<file path="src/rtl/rvsteel_uart_pkg.sv">
// Shared UART definitions: receiver state encoding and the baud divider calculation.
// Latency: n/a (declarations only).
// Backpressure: n/a.
package rvsteel_uart_pkg;

    // Receiver frame states. BREAK holds off decoding while the line stays low.
    typedef enum logic [2:0] {
        IDLE  = 3'd0,
        START = 3'd1,
        DATA  = 3'd2,
        STOP  = 3'd3,
        BREAK = 3'd4
    } uart_rx_state_t;

    // Clock cycles per bit. Uses integer division; the caller owns the rounding error.
    function automatic int cycles_per_baud(input int clock_frequency, input int baud_rate);
        return clock_frequency / baud_rate;
    endfunction

endpackage

</file>
<file path="src/rtl/rvsteel_sync_2ff.sv">
// Single-bit two-flop synchronizer for asynchronous inputs.
// Latency: 2 clock cycles.
// Backpressure: none; samples every cycle.
module rvsteel_sync_2ff #(
    parameter logic RESET_VALUE = 1'b1
) (
    input  logic clock,
    input  logic reset,
    input  logic d,
    output logic q
);

    logic meta;

    // Two back-to-back flops; the first may go metastable, the second settles it.
    always_ff @(posedge clock or negedge reset) begin
        if (!reset) begin
            meta <= RESET_VALUE;
            q    <= RESET_VALUE;
        end else begin
            meta <= d;
            q    <= meta;
        end
    end

endmodule

</file>
<file path="src/rtl/rvsteel_uart_receiver.sv">
// 8N1 UART receiver: synchronizes uart_rx, samples mid-bit, delivers bytes over valid/ready.
// Latency: rx_valid rises 2 + HALF_BAUD + 9*CYCLES_PER_BAUD + 1 cycles after the start edge.
// Backpressure: one holding register; a byte finishing while it is still full is dropped with an overrun pulse.
module rvsteel_uart_receiver
    import rvsteel_uart_pkg::*;
#(
    parameter int CLOCK_FREQUENCY = 12000000,
    parameter int UART_BAUD_RATE  = 9600
) (
    input  logic       clock,
    input  logic       reset,
    input  logic       uart_rx,
    output logic [7:0] rx_data,
    output logic       rx_valid,
    input  logic       rx_ready,
    output logic       frame_error,
    output logic       overrun
);

    localparam int CYCLES_PER_BAUD = cycles_per_baud(CLOCK_FREQUENCY, UART_BAUD_RATE);
    localparam int HALF_BAUD       = CYCLES_PER_BAUD / 2;
    localparam int CNT_W           = $clog2(CYCLES_PER_BAUD);

    localparam logic [CNT_W-1:0] HALF_LOAD = CNT_W'(HALF_BAUD - 1);
    localparam logic [CNT_W-1:0] BAUD_LOAD = CNT_W'(CYCLES_PER_BAUD - 1);

    // Too few cycles per bit leaves no room for a meaningful mid-bit sample.
    if (CYCLES_PER_BAUD < 4) begin : g_cfg_check
        $error("rvsteel_uart_receiver: CYCLES_PER_BAUD must be at least 4");
    end

    uart_rx_state_t   state;
    uart_rx_state_t   state_next;
    logic             rx_sync;
    logic [CNT_W-1:0] cnt;
    logic [CNT_W-1:0] cnt_load_val;
    logic             cnt_load;
    logic             sample;
    logic [2:0]       bit_idx;
    logic             bit_clr;
    logic             shift_en;
    logic [7:0]       shift_reg;
    logic             deliver;
    logic             frame_err_next;

    rvsteel_sync_2ff #(
        .RESET_VALUE(1'b1)
    ) u_sync (
        .clock (clock),
        .reset (reset),
        .d     (uart_rx),
        .q     (rx_sync)
    );

    assign sample = (cnt == '0);

    // Frame state register.
    always_ff @(posedge clock or negedge reset) begin
        if (!reset) begin
            state <= IDLE;
        end else begin
            state <= state_next;
        end
    end

    // Next-state and per-cycle datapath controls.
    always_comb begin
        state_next     = state;
        cnt_load       = 1'b0;
        cnt_load_val   = BAUD_LOAD;
        shift_en       = 1'b0;
        bit_clr        = 1'b0;
        deliver        = 1'b0;
        frame_err_next = 1'b0;
        case (state)
            IDLE: begin
                if (!rx_sync) begin
                    state_next   = START;
                    cnt_load     = 1'b1;
                    cnt_load_val = HALF_LOAD;
                end
            end
            START: begin
                if (sample) begin
                    if (rx_sync) begin
                        // Line went back high before mid-start: treat as noise.
                        state_next = IDLE;
                    end else begin
                        state_next = DATA;
                        cnt_load   = 1'b1;
                        bit_clr    = 1'b1;
                    end
                end
            end
            DATA: begin
                if (sample) begin
                    shift_en = 1'b1;
                    cnt_load = 1'b1;
                    if (bit_idx == 3'd7) begin
                        state_next = STOP;
                    end
                end
            end
            STOP: begin
                if (sample) begin
                    if (rx_sync) begin
                        deliver    = 1'b1;
                        state_next = IDLE;
                    end else begin
                        frame_err_next = 1'b1;
                        state_next     = BREAK;
                    end
                end
            end
            BREAK: begin
                if (rx_sync) begin
                    state_next = IDLE;
                end
            end
            default: begin
                state_next = IDLE;
            end
        endcase
    end

    // Bit timer: reloads on demand, otherwise counts down and parks at zero.
    always_ff @(posedge clock or negedge reset) begin
        if (!reset) begin
            cnt <= '0;
        end else if (cnt_load) begin
            cnt <= cnt_load_val;
        end else if (cnt != '0) begin
            cnt <= cnt - CNT_W'(1);
        end
    end

    // Bit index and LSB-first shift register.
    always_ff @(posedge clock or negedge reset) begin
        if (!reset) begin
            bit_idx   <= 3'd0;
            shift_reg <= 8'h00;
        end else begin
            if (bit_clr) begin
                bit_idx <= 3'd0;
            end else if (shift_en) begin
                bit_idx <= bit_idx + 3'd1;
            end
            if (shift_en) begin
                shift_reg <= {rx_sync, shift_reg[7:1]};
            end
        end
    end

    // Holding register, handshake and error pulses; all outputs are registered.
    always_ff @(posedge clock or negedge reset) begin
        if (!reset) begin
            rx_data     <= 8'h00;
            rx_valid    <= 1'b0;
            frame_error <= 1'b0;
            overrun     <= 1'b0;
        end else begin
            frame_error <= frame_err_next;
            overrun     <= deliver && rx_valid && !rx_ready;
            if (deliver && (!rx_valid || rx_ready)) begin
                rx_data  <= shift_reg;
                rx_valid <= 1'b1;
            end else if (rx_valid && rx_ready) begin
                rx_valid <= 1'b0;
            end
        end
    end

endmodule

</file>
<file path="config.mk">
export PLATFORM = sky130hd
export DESIGN_NAME = rvsteel_uart_receiver
export DESIGN_NICKNAME = d
export VERILOG_FILES = /design/src/rtl/rvsteel_uart_pkg.sv /design/src/rtl/rvsteel_sync_2ff.sv /design/src/rtl/rvsteel_uart_receiver.sv
export SDC_FILE = /design/constraint.sdc
export NUM_CORES = 1
export LEC_CHECK = 0
export ABC_AREA = 1
export BUFFER_PORTS_ARGS = -buffer_cell sky130_fd_sc_hd__buf_2
export CAP_MARGIN = 5
export CORE_AREA = 2 2 62 64
export CTS_BUF_LIST = sky130_fd_sc_hd__clkbuf_8
export CTS_CLUSTER_SIZE = 8
export DETAILED_ROUTE_END_ITERATION = 10
export DIE_AREA = 0 0 64 66
export GPL_ROUTABILITY_DRIVEN = 0
export PLACE_DENSITY_LB_ADDON = 0.12
export RECOVER_POWER = 100
export SYNTH_ARGS = -nofsm -noshare
export SYNTH_HDL_FRONTEND = slang
export SYNTH_SLANG_ARGS = --single-unit
</file>
<file path="constraint.sdc">
create_clock -name clock -period 1.66 [get_ports clock]
set_clock_uncertainty 0.1 [all_clocks]
set_input_delay 0.332 -clock clock [delete_from_list [all_inputs] [get_ports clock]]
set_output_delay 0.332 -clock clock [all_outputs]
set_load 0.005 [all_outputs]
</file>
; ---- Word level (Yosys, flattened, before mapping)
; Cells that the tools add are included.
[word_totals]
reg_bits = 38
latch_bits = 0
ram_bits = 0
mem_bits_ro = 0
input_bits = 4
output_inout_bits = 11
wordCells = 64
n_memories = 0
[op_classes]
add_sub_neg = 2
mul = 0
div = 0
order_cmp = 0
eq_ne = 11
n_shift = 0
muxes = 27
bitwise_logic = 0
reduce_logical = 14
[ops]
columns = operator, n
row1 = $mux W11, 4
row2 = $mux W3, 9
row3 = $pmux W3 S5, 1
row4 = $logic_not A11 Y1, 1
row5 = $mux W1, 11
row6 = $reduce_bool A11 Y1, 1
row7 = $sub A11 B1 Y11 const B, 1
row8 = $ne A2 B2 Y1 const B, 5
row9 = $eq A3 B2 Y1 const B, 2
row10 = $eq A3 B3 Y1 const B, 2
row11 = $reduce_and A6 Y1, 1
row12 = $reduce_bool A2 Y1, 3
row13 = $logic_and A1 B1 Y1, 4
row14 = $add A3 B1 Y3 const B, 1
row15 = $eq A3 B1 Y1 const B, 1
row16 = $logic_not A3 Y1, 1
row17 = $pmux W1 S3, 1
row18 = $logic_not A1 Y1, 2
row19 = $mux W2, 1
row20 = $ne A2 B1 Y1 const B, 1
row21 = $logic_or A1 B1 Y1, 1

; ---- Longest topological paths before layout
; Gate-level depths: netlist (run 1).
[depth]
word_depth = 5
depth_mapped = 10

; ---- Cells and area by module
; Synthesis (run 1) repeated with hierarchy kept, for this count alone.
[unflattened]
hier_cells = 213
hier_area_um2 = 1841.8
[modules_own_cells]
columns = module, instances, cells_per_inst, area_each_um2
row1 = rvsteel_uart_receiver, 1, 211, 1789.2
row2 = rvsteel_sync_2ff, 1, 2, 52.6

; ---- Worst setup path before layout (run 1)
; Ideal clock, no wire load.
[synth_path]
path_type = register to register
startpoint = reg cnt[0]
endpoint = reg cnt[5]
setup_time_ps = 122
t_arrival_ps = 1330
t_required_ps = 1438
setup_slack_ps = 108
stages_incl_launch_ff = 11
n_path_buf = 1
period_less_slack_ps = 1552
cell_sequence = dfrtp_1 inv_1 ha_1 nand3_1 nor2_4 nand2_4 buf_6 nand2_1 nand2_1 nand2_1 nand2_1
[synth_between]
elab_chain_cells = 4
word_cells_on_any_way = 9
classes_between = 1 x add/sub / 5 x mux / 3 x reduce/logical
[synth_lines]
columns = item, line_no
row1 = from (decl), rvsteel_uart_receiver.sv:35  ; logic [CNT_W-1:0] cnt;
row2 = from (signal assigned), rvsteel_uart_receiver.sv:131  ; cnt <= cnt_load_val;
row3 = from (signal assigned), rvsteel_uart_receiver.sv:133  ; cnt <= cnt - CNT_W'(1);
row4 = branches (longest 4 deep; another with $sub A11 B1 Y11), -
; Several ways; the timed one is not identified. The select of a mux whose other input is x is not followed.
; A chain may end at the register's enable or synchronous reset.

; ---- Worst setup path in the final report (run 1)
[layout_path]
startpoint = reg cnt[0]
endpoint = reg cnt[9]
; Same word-level chain as after synthesis.

==> qor.yml, run 1 <==
grt:
  met1_usage: 0.228
  globalRouteMet2Util: 0.320
  antenna_found_initial: 0
  grt_pass1_vias: 1422
  grt_pass1_wl_um: 6150
  grt_usage: 0.190
  grt_use_met3: 0.0477
  overflow: 0
  top_usage_layer: "met2"
  grt_max_degree: 39
cells_and_area:
  final_nets: 265
  fin_area_um2: 2240
  area_growth_pct: 17.3
  drive_above_1_share: 0.279
  antenna_cells: 0
  largest_reg_flops: 11
detailed_routing:
  finalWirelength_um: 3680
  wl_per_cell_um: 12.0
  dr.first_iter.drc_count: 83
  drc: 0
  via_count: 1552
  via_per_inst: 5.07
  first_pass_iters: 4
  ant_nets: 0
worst_setup_path:
  path_cells: "inv_2, ha_4, nand2_1, nor2_2, nand2_2, nor2_8, nand2_2, nand2_1, nor2_1"
  worstPathArrival_ps: 1700
  slowest_delay_ps: 390
  reg2reg_depth: 9
  critical-path-slowest-cell: "dfrtp_1"
  worstPathRequired_ps: 1730
  start_kind: "flip-flop"
  crit_path_end_kind: "flip-flop"
  crit_type: "reg -> reg"
  crit_fanout: 8
synthesis:
  synth_area_leaders: "dfrtp_1, nand2_1, nand3_1"
  yosys-mux-area-fraction: 0
  synth_xor_area_frac: 0.00917
  yosys.area_share.simple: 0.370
  syn_area_per_cell_um2: 8.52
  ys_warn_count: 0
  synth_edf_count: 0
  synth_ff_type: "dfrtp_1"
  ys_types: 25
  synthAdderAreaFrac: 0.0197
  synth_area_um2: 1910
  synth_largest_area_cell: "dfrtp_1"
  synth.most_common_cell: "nand2_1"
  yosysTopAreaCellShare: 0.472
  syn_inst: 224
  synth_top_family_by_area: "simple AND/OR/NAND/NOR gates"
  async_flop_share: 1.00
  ys_seq_area_frac: 0.499
  synthTopCellsByCount: "nand2_1, dfrtp_1, nand3_1"
  syn_nets: 231
  synth_compound_area_frac: 0.0413
  synth-seq-cells: 38
timing:
  post-route-worst-setup-slack_ps: 32.8
  finalCritPeriodShare: 0.980
  final-setup-viol-count: 0
  setup_tns_ps: 0
  worst_pin_slew_ps: 829
  maxSlewViolCount: 0
  slew-limit-headroom: 0.447
  final_hold_viol_count: 0
  finalCriticalPeriod_ps: 1630
  whs_ps: 44.5
  fmax_mhz: 615
floorplanning:
  top_level_ports: 15
  die_h_um: 66
  core_area_um2: 3550
  num_rows: 22
  start_util: 0.538
  die_w_um: 64
  die_area_um2: 4220
min_path:
  min_path_cells: 1
  hold_path_class: "in -> reg"
clocking:
  clk-insertion-delay-late_ps: 290
  clock-sinks: 38
  cts-root-buf: "clkbuf_8"
  h-tree-depth: 2
  cts_tree: "yes"
  clk_pin_slew_ps: 70
  cts_buffers: 5
  clockBufferDepth: 2
placement:
  io_buffers: 14
  dp_hpwl_um: 2600
  place_ws_ps: -18.4
  dpl_cell_area_um2: 2100
run_status:
  outcome: "completed"
pwr:
  peakVddDrop_uv: 390
  finalPower_uw: 1550
  leakage_uw: 0.00133
  p_per_area_nw_per_um2: 691
job:
  maxCapViolCount: 0
cells in the final DEF (no fill, tap or decap), drive strengths merged:
| cell type | count |
|---|---|
| nand2 | 80 |
| nor2 | 21 |
| o21ai | 7 |
| buf | 25 |
| a21oi | 3 |
| nand4 | 3 |
| nand3 | 36 |
| o31ai | 2 |
| clkbuf | 8 |
| clkinv | 2 |
| ha | 3 |
| nor3 | 3 |
| inv | 24 |
| dfstp | 2 |
| dfrtp | 36 |
| xor2 | 2 |
| dlygate4sd3 | 1 |
critical path: cells and delay by family, from the launching register on:
family | cells | cell delay [ps]
buffers and inverters | 1 | 80
DFF | 1 | 390
adders and majority gates | 1 | 150
and+or+nand+nor | 7 | 780
cell type report:
type	instances	area, um^2
inverters	24	90.1
multi-input cells	160	876
fillers	303	1310
clock buffers	5	68.8
well taps	48	60.1
flip-flops and latches	38	953
repair buffers	29	181
clock inverters	2	10.0
cells by family (layout without fill, tap and decap cells):
kind of cell    count (synthesis)  after routing
buf+inv                        27             60
simple gates                  142            143
compound gates                 12             12
fa+ha+maj                       3              3
xor+xnor                        2              2
flops                          38             38
worst paths after layout:
kind	slack [ps]	to	from
hold / removal	40	u_sync.meta$_DFF_PN1_	uart_rx
min in group asynchronous	660	shift_reg[3]$_DFFE_PN0P_	reset
hold reg to reg	260	u_sync.q$_DFF_PN1_	u_sync.meta$_DFF_PN1_
max in group asynchronous	270	cnt[6]$_DFFE_PN0P_	reset
setup reg to reg	30	cnt[9]$_DFFE_PN0P_	cnt[0]$_DFFE_PN0P_
setup / recovery	30	cnt[9]$_DFFE_PN0P_	cnt[0]$_DFFE_PN0P_
metrics by stage:
stage | util | std cells
after global placement | 0.590 | 294
final | 0.631 | 306
after global routing | 0.631 | 306
after floorplan | - | 224
after CTS | 0.622 | 304
after detailed placement | 0.590 | 294
report_power, final:
group | total [uW] | internal (uW) | switching (uW)
Combinational | 28.9 | 6.09 | 22.8
Sequential | 933 | 930 | 3.33
Clock | 586 | 281 | 305
Total | 1550 | 1220 | 331
metal layers:
layer	vias to the layer above	wire, um
met5	-	0
met4	0	73
met3	8	111
met2	24	1860
met1	736	1640
li1	784	-
timing repair:
item,in CTS,in global routing
hold buffers,1,0
gates resized for setup,2,7
gates cloned,0,1
buffers inserted,2,1
pin swaps,2,6
endpoints found under the hold margin,18,0
endpoints found under the setup margin,9,33
Note: power is estimated with default switching activity, not from simulation.
==> inputs of run 2 (changes only) <==
Settings changed: CAP_MARGIN 5 to 15.
Clock period 1.66 ns to 2.07 ns, I/O delays scaled along.
==> qor.yml, run 2 (synthesized netlist as in run 1, its figures left out) <==
run_status:
  outcome: "completed"  # unchanged
cells_and_area:
  final_common_cell: "nand2_1"  # unchanged
  drive_above_1_share: 0.212  # was 0.279
  largest_reg_flops: 11  # unchanged
  antenna_cells: 0  # unchanged
  area_growth_pct: 10.6  # was 17.3%
  layout_common_cells: "nand2_1, dfrtp_1, nand3_1"  # unchanged
  final_nets: 252  # was 265
worst_setup_path:
  critPathTopFamily: "simple AND/OR/NAND/NOR gates"  # unchanged
  crit_type: "reg -> reg"  # unchanged
  crit_fanout: 14  # was 8
  worstPathArrival_ps: 1920  # was 1700 ps
  worstPathRequired_ps: 2140  # was 1730 ps
  path_cells: "inv_1, ha_1, nand3_1, nor2_4, nand2_4, nor2_8, nand2_4, nand2_1, nand2_1"  # was inv_2, ha_4, nand2_1, nor2_2, nand2_2, nor2_8, nand2_2, nand2_1, nor2_1
  critical-path-slowest-cell: "dfrtp_1"  # unchanged
  crit_path_start: "cnt[0]$_DFFE_PN0P_"  # unchanged
  slowest_delay_ps: 390  # about the same
  path_buf_inv: 1  # unchanged
  crit_path_end_kind: "flip-flop"  # unchanged
  start_kind: "flip-flop"  # unchanged
  r2r_start: "cnt[0]$_DFFE_PN0P_"  # unchanged
grt:
  grt_use_met3: 0.0409  # was 0.0477
  grt_usage: 0.193  # was 0.190
  globalRouteMet2Util: 0.333  # was 0.320
  antenna_found_initial: 0  # unchanged
  overflow: 0  # unchanged
  grt_max_degree: 21  # was 39
  top_usage_layer: "met2"  # unchanged
  grt_pass1_wl_um: 6360  # was 6150 um
  grt_pass1_vias: 1434  # was 1422
  met1_usage: 0.251  # was 0.228
placement:
  dp_hpwl_um: 2610  # was 2600 um
  io_buffers: 14  # unchanged
floorplanning:
  top_level_ports: 15  # unchanged
  die_w_um: 64  # unchanged
  start_util: 0.538  # unchanged
  core_area_um2: 3550  # unchanged
  die_h_um: 66  # unchanged
  die_area_um2: 4220  # unchanged
  num_rows: 22  # unchanged
pwr:
  intPower_uw: 979  # was 1220 uW
  swShare: 0.215  # was 0.214
  finalPower_uw: 1250  # was 1550 uW
  p_per_area_nw_per_um2: 590  # was 691 nW/um^2
  peakVddDrop_uv: 275  # was 390 uV
  clkPwrFrac: 0.379  # about the same
  power.switching_uw: 268  # was 331 uW
  p_comb_frac: 0.021  # was 0.019
  seqPwrFrac: 0.600  # was 0.603
  leakage_uw: 0.00122  # was 0.00133 uW
timing:
  setup_tns_ps: 0  # unchanged
  finalCritPeriodShare: 0.896  # was 0.980
  slew-limit-headroom: 0.233  # was 0.447
  maxSlewViolCount: 0  # unchanged
  worst_pin_slew_ps: 1150  # was 829 ps
  finalCriticalPeriod_ps: 1850  # was 1630 ps
  final-setup-viol-count: 0  # unchanged
  fmax_mhz: 539  # was 615 MHz
  final_hold_viol_count: 0  # unchanged
  rsz0062_at_grt: "false"
min_path:
  worstHoldStart: "uart_rx"  # unchanged
  hold_path_class: "in -> reg"  # unchanged
detailed_routing:
  drc: 0  # unchanged
  dr.first_iter.drc_count: 68  # was 83
  via_per_inst: 5.08  # was 5.07
  via_count: 1489  # was 1552
  first_pass_iters: 4  # unchanged
  ant_nets: 0  # unchanged
  finalWirelength_um: 3570  # was 3680 um
  wl_per_cell_um: 12.2  # was 12.0 um
clocking:
  clk_pin_slew_ps: 70  # about the same
  cts_hold_buf: 1  # unchanged
  clk-insertion-delay-late_ps: 280  # was 290 ps
  cts-root-buf: "clkbuf_8"  # unchanged
  h-tree-depth: 2  # unchanged
  cts.repair.resized: 0  # was 2
  cts_tree: "yes"  # unchanged
  postCtsSetupRepairBufs: 0  # was 2
  clock-sinks: 38  # unchanged
  clockBufferDepth: 2  # unchanged
  cts_buffers: 5  # unchanged
job:
  maxCapViolCount: 0  # unchanged
-- run 2: metal layers --
layer	vias up	wire length, um
met2	22	1760
met1	711	1700
met3	2	94
met4	0	13
met5	-	0
li1	754	-
-- run 2: area by class of cell --
cell class | instances | area, um^2
Sequential cell | 38 | 953
Clock inverter | 2 | 10.0
Multi-Input combinational cell | 159 | 826
Inverter | 24 | 90.1
Tap cell | 48 | 60.1
Clock buffer | 5 | 68.8
Timing Repair Buffer | 17 | 104
Fill cell | 338 | 1440
-- run 2: power groups by stage --
stage,sequential [uW],clock [uW],combinational [uW]
global placement,763,0,26.4
finish,748,473,26.2
floorplan,762,0,3.54
global route,748,512,31.6
CTS,748,479,28.3
detailed placement,762,0,26.8
-- run 2: worst reg2reg max path: stages (launching register included) --
cell and delay, ps:
dfrtp_1 390, inv_1 90, ha_1 220, nand3_1 160, nor2_4 170, nand2_4 160
nor2_8 200, nand2_4 110, nand2_1 80, nand2_1 50
-- run 2: path summary, 6_finish.rpt --
| path | endpoint | slack [ps] | cells after the start |
|---|---|---|---|
| setup / recovery | rx_data[4]$_DFFE_PN0P_ | 220 | 9 |
| min in group asynchronous | rx_data[0]$_DFFE_PN0P_ | 780 | 2 |
| max in group asynchronous | state[2]$_DFFE_PN0P_ | 400 | 2 |
| hold reg to reg | u_sync.q$_DFF_PN1_ | 260 | 0 |
| hold / removal | u_sync.meta$_DFF_PN1_ | 130 | 1 |
| setup reg to reg | rx_data[4]$_DFFE_PN0P_ | 220 | 9 |
-- run 2: through the flow --
stage	hold WS [ps]	area, um^2	cells	setup WS [ps]	util
global placement	248	2040	285	293	0.575
finish	128	2110	293	215	0.595
global route	122	2110	293	66.0	0.595
detailed placement	248	2040	285	233	0.575
floorplan	18.4	1910	224	518	-
CTS	121	2130	293	208	0.600
==> inputs of run 3 (changes only) <==
Settings changed: CORE_AREA 2 2 62 64 to 2 2 48 83, DIE_AREA 0 0 64 66 to 0 0 50 85, REMOVE_ABC_BUFFERS from default to 1.
==> qor.yml, run 3 (synthesized netlist as in run 1, its figures left out) <==
run_status:
  outcome: "completed"  # unchanged
grt:
  grt_pass1_vias: 1473  # was 1434
  overflow: 0  # unchanged
  grt_usage: 0.195  # was 0.193
  antenna_found_initial: 0  # unchanged
  grt_max_degree: 39  # was 21
  grt_pass1_wl_um: 6330  # was 6360 um
timing:
  fmax_mhz: 547  # was 539 MHz
  worst_pin_slew_ps: 911  # was 1150 ps
  finalCriticalPeriod_ps: 1830  # was 1850 ps
  whs_ps: 117  # was 128 ps
  rsz0062_at_grt: "false"  # unchanged
  setup_tns_ps: 0  # unchanged
  final_hold_viol_count: 0  # unchanged
  final-setup-viol-count: 0  # unchanged
  maxSlewViolCount: 0  # unchanged
  finalCritPeriodShare: 0.884  # was 0.896
  slew-limit-headroom: 0.393  # was 0.233
floorplanning:
  die_h_um: 85  # was 66 um
  num_rows: 29  # was 22
  top_level_ports: 15  # unchanged
  die_area_um2: 4250  # was 4220 um^2
  core_area_um2: 3590  # was 3550 um^2
  die_w_um: 50  # was 64 um
  start_util: 0.532  # was 0.538
clocking:
  clk_pin_slew_ps: 80  # was 70 ps
  postCtsSetupRepairBufs: 0  # unchanged
  clockBufferDepth: 2  # unchanged
  cts_hold_buf: 0  # was 1
  cts_buffers: 5  # unchanged
  cts_tree: "yes"  # unchanged
  cts.repair.resized: 0  # unchanged
  h-tree-depth: 2  # unchanged
  clk-insertion-delay-late_ps: 290  # was 280 ps
  clock-sinks: 38  # unchanged
  cts-root-buf: "clkbuf_8"  # unchanged
worst_setup_path:
  path_cells: "inv_1, ha_1, nand2_1, nor2_1, nand2_1, nor2_8, nand2_1, nand2_1, a21oi_1"  # was inv_1, ha_1, nand3_1, nor2_4, nand2_4, nor2_8, nand2_4, nand2_1, nand2_1
  crit_top_cell: "nand2_1"
  worstPathRequired_ps: 2160  # was 2140 ps
  crit_path_end_kind: "flip-flop"  # unchanged
  crit_type: "reg -> reg"  # unchanged
  start_kind: "flip-flop"  # unchanged
  critical-path-slowest-cell: "dfrtp_1"  # unchanged
  crit_fanout: 9  # was 14
  r2r_start: "cnt[0]$_DFFE_PN0P_"  # unchanged
  path_buf_inv: 1  # unchanged
  slowest_delay_ps: 380  # was 390 ps
  critPathTopFamily: "simple AND/OR/NAND/NOR gates"  # unchanged
  crit_path_start: "cnt[0]$_DFFE_PN0P_"  # unchanged
  worstPathArrival_ps: 1910  # was 1920 ps
detailed_routing:
  wl_met3_um: 92  # was 94 um
  m1WireLength_um: 1410  # was 1700 um
  route.met2.wl_um: 2050  # was 1760 um
  finalWirelength_um: 3640  # was 3570 um
  wl_per_cell_um: 12.5  # was 12.2 um
  first_pass_iters: 4  # unchanged
  dr.first_iter.drc_count: 44  # was 68
  via_per_inst: 5.09  # was 5.08
  drc: 0  # unchanged
  via_count: 1482  # was 1489
  ant_nets: 0  # unchanged
  highest-signal-layer: "met4"  # unchanged
pwr:
  leakage_uw: 0.00122  # about the same
  swShare: 0.206  # was 0.215
  intPower_uw: 1110  # was 979 uW
  p_comb_frac: 0.015  # was 0.021
  seqPwrFrac: 0.536  # was 0.600
  finalPower_uw: 1390  # was 1250 uW
  peakVddDrop_uv: 521  # was 275 uV
  power.switching_uw: 287  # was 268 uW
  clkPwrFrac: 0.449  # was 0.379
  p_per_area_nw_per_um2: 662  # was 590 nW/um^2
cells_and_area:
  regArea_um2: 953  # unchanged
  final_common_cell: "nand2_1"  # unchanged
  final_nets: 251  # was 252
  antenna_cells: 0  # unchanged
  drive_above_1_share: 0.212  # unchanged
  largest_reg_flops: 11  # unchanged
  fill_cells: 343  # was 338
  fin_area_um2: 2110  # about the same
  multi_input_area_um2: 812  # was 826 um^2
  area_growth_pct: 10.3  # was 10.6%
  layout_common_cells: "nand2_1, dfrtp_1, nand3_1"  # unchanged
min_path:
  hold_path_class: "in -> reg"  # unchanged
  worstHoldStart: "uart_rx"  # unchanged
placement:
  io_buffers: 14  # unchanged
  dpl_cell_area_um2: 2030  # was 2040 um^2
  dp_hpwl_um: 2750  # was 2610 um
job:
  maxCapViolCount: 0  # unchanged
-- run 3: path summary, 6_finish.rpt --
path | slack, ps | to | cells past startpoint
setup / recovery | 240 | cnt[8]$_DFFE_PN0P_ | 9
hold / removal | 120 | u_sync.meta$_DFF_PN1_ | 1
setup reg to reg | 240 | cnt[8]$_DFFE_PN0P_ | 9
hold reg to reg | 260 | u_sync.q$_DFF_PN1_ | 0
max in group asynchronous | 1070 | shift_reg[0]$_DFFE_PN0P_ | 2
min in group asynchronous | 230 | rx_valid$_DFFE_PN0P_ | 2
-- run 3: per-layer routing --
| layer | global-route usage | up-vias |
|---|---|---|
| met5 | 0 | - |
| met1 | 0.203 | 692 |
| met4 | 0.0884 | 0 |
| met2 | 0.355 | 28 |
| met3 | 0.0475 | 8 |
| li1 | - | 754 |
-- run 3: final cells by class --
cell class	instances	share of cell area
clock buffers	5	0.0327
multi-input cells	159	0.386
repair buffers	16	0.0374
clock inverters	3	0.0214
inverters	24	0.0428
well taps	46	0.0273
flip-flops and latches	38	0.453
-- run 3: power groups by stage --
stage	combinational [uW]	clock [uW]	sequential (uW)
final	20.3	626	748
after global routing	24.3	676	748
after floorplan	3.54	0	762
after global placement	22.7	0	763
after CTS	22.9	649	748
after detailed placement	23.0	0	763
-- run 3: per-stage QoR --
step	utilization	setup slack [ps]	instances
floorplan	-	462	221
global placement	0.564	341	283
global route	0.586	78.6	291
detailed placement	0.564	281	283
CTS	0.596	264	291
finish	0.586	241	291
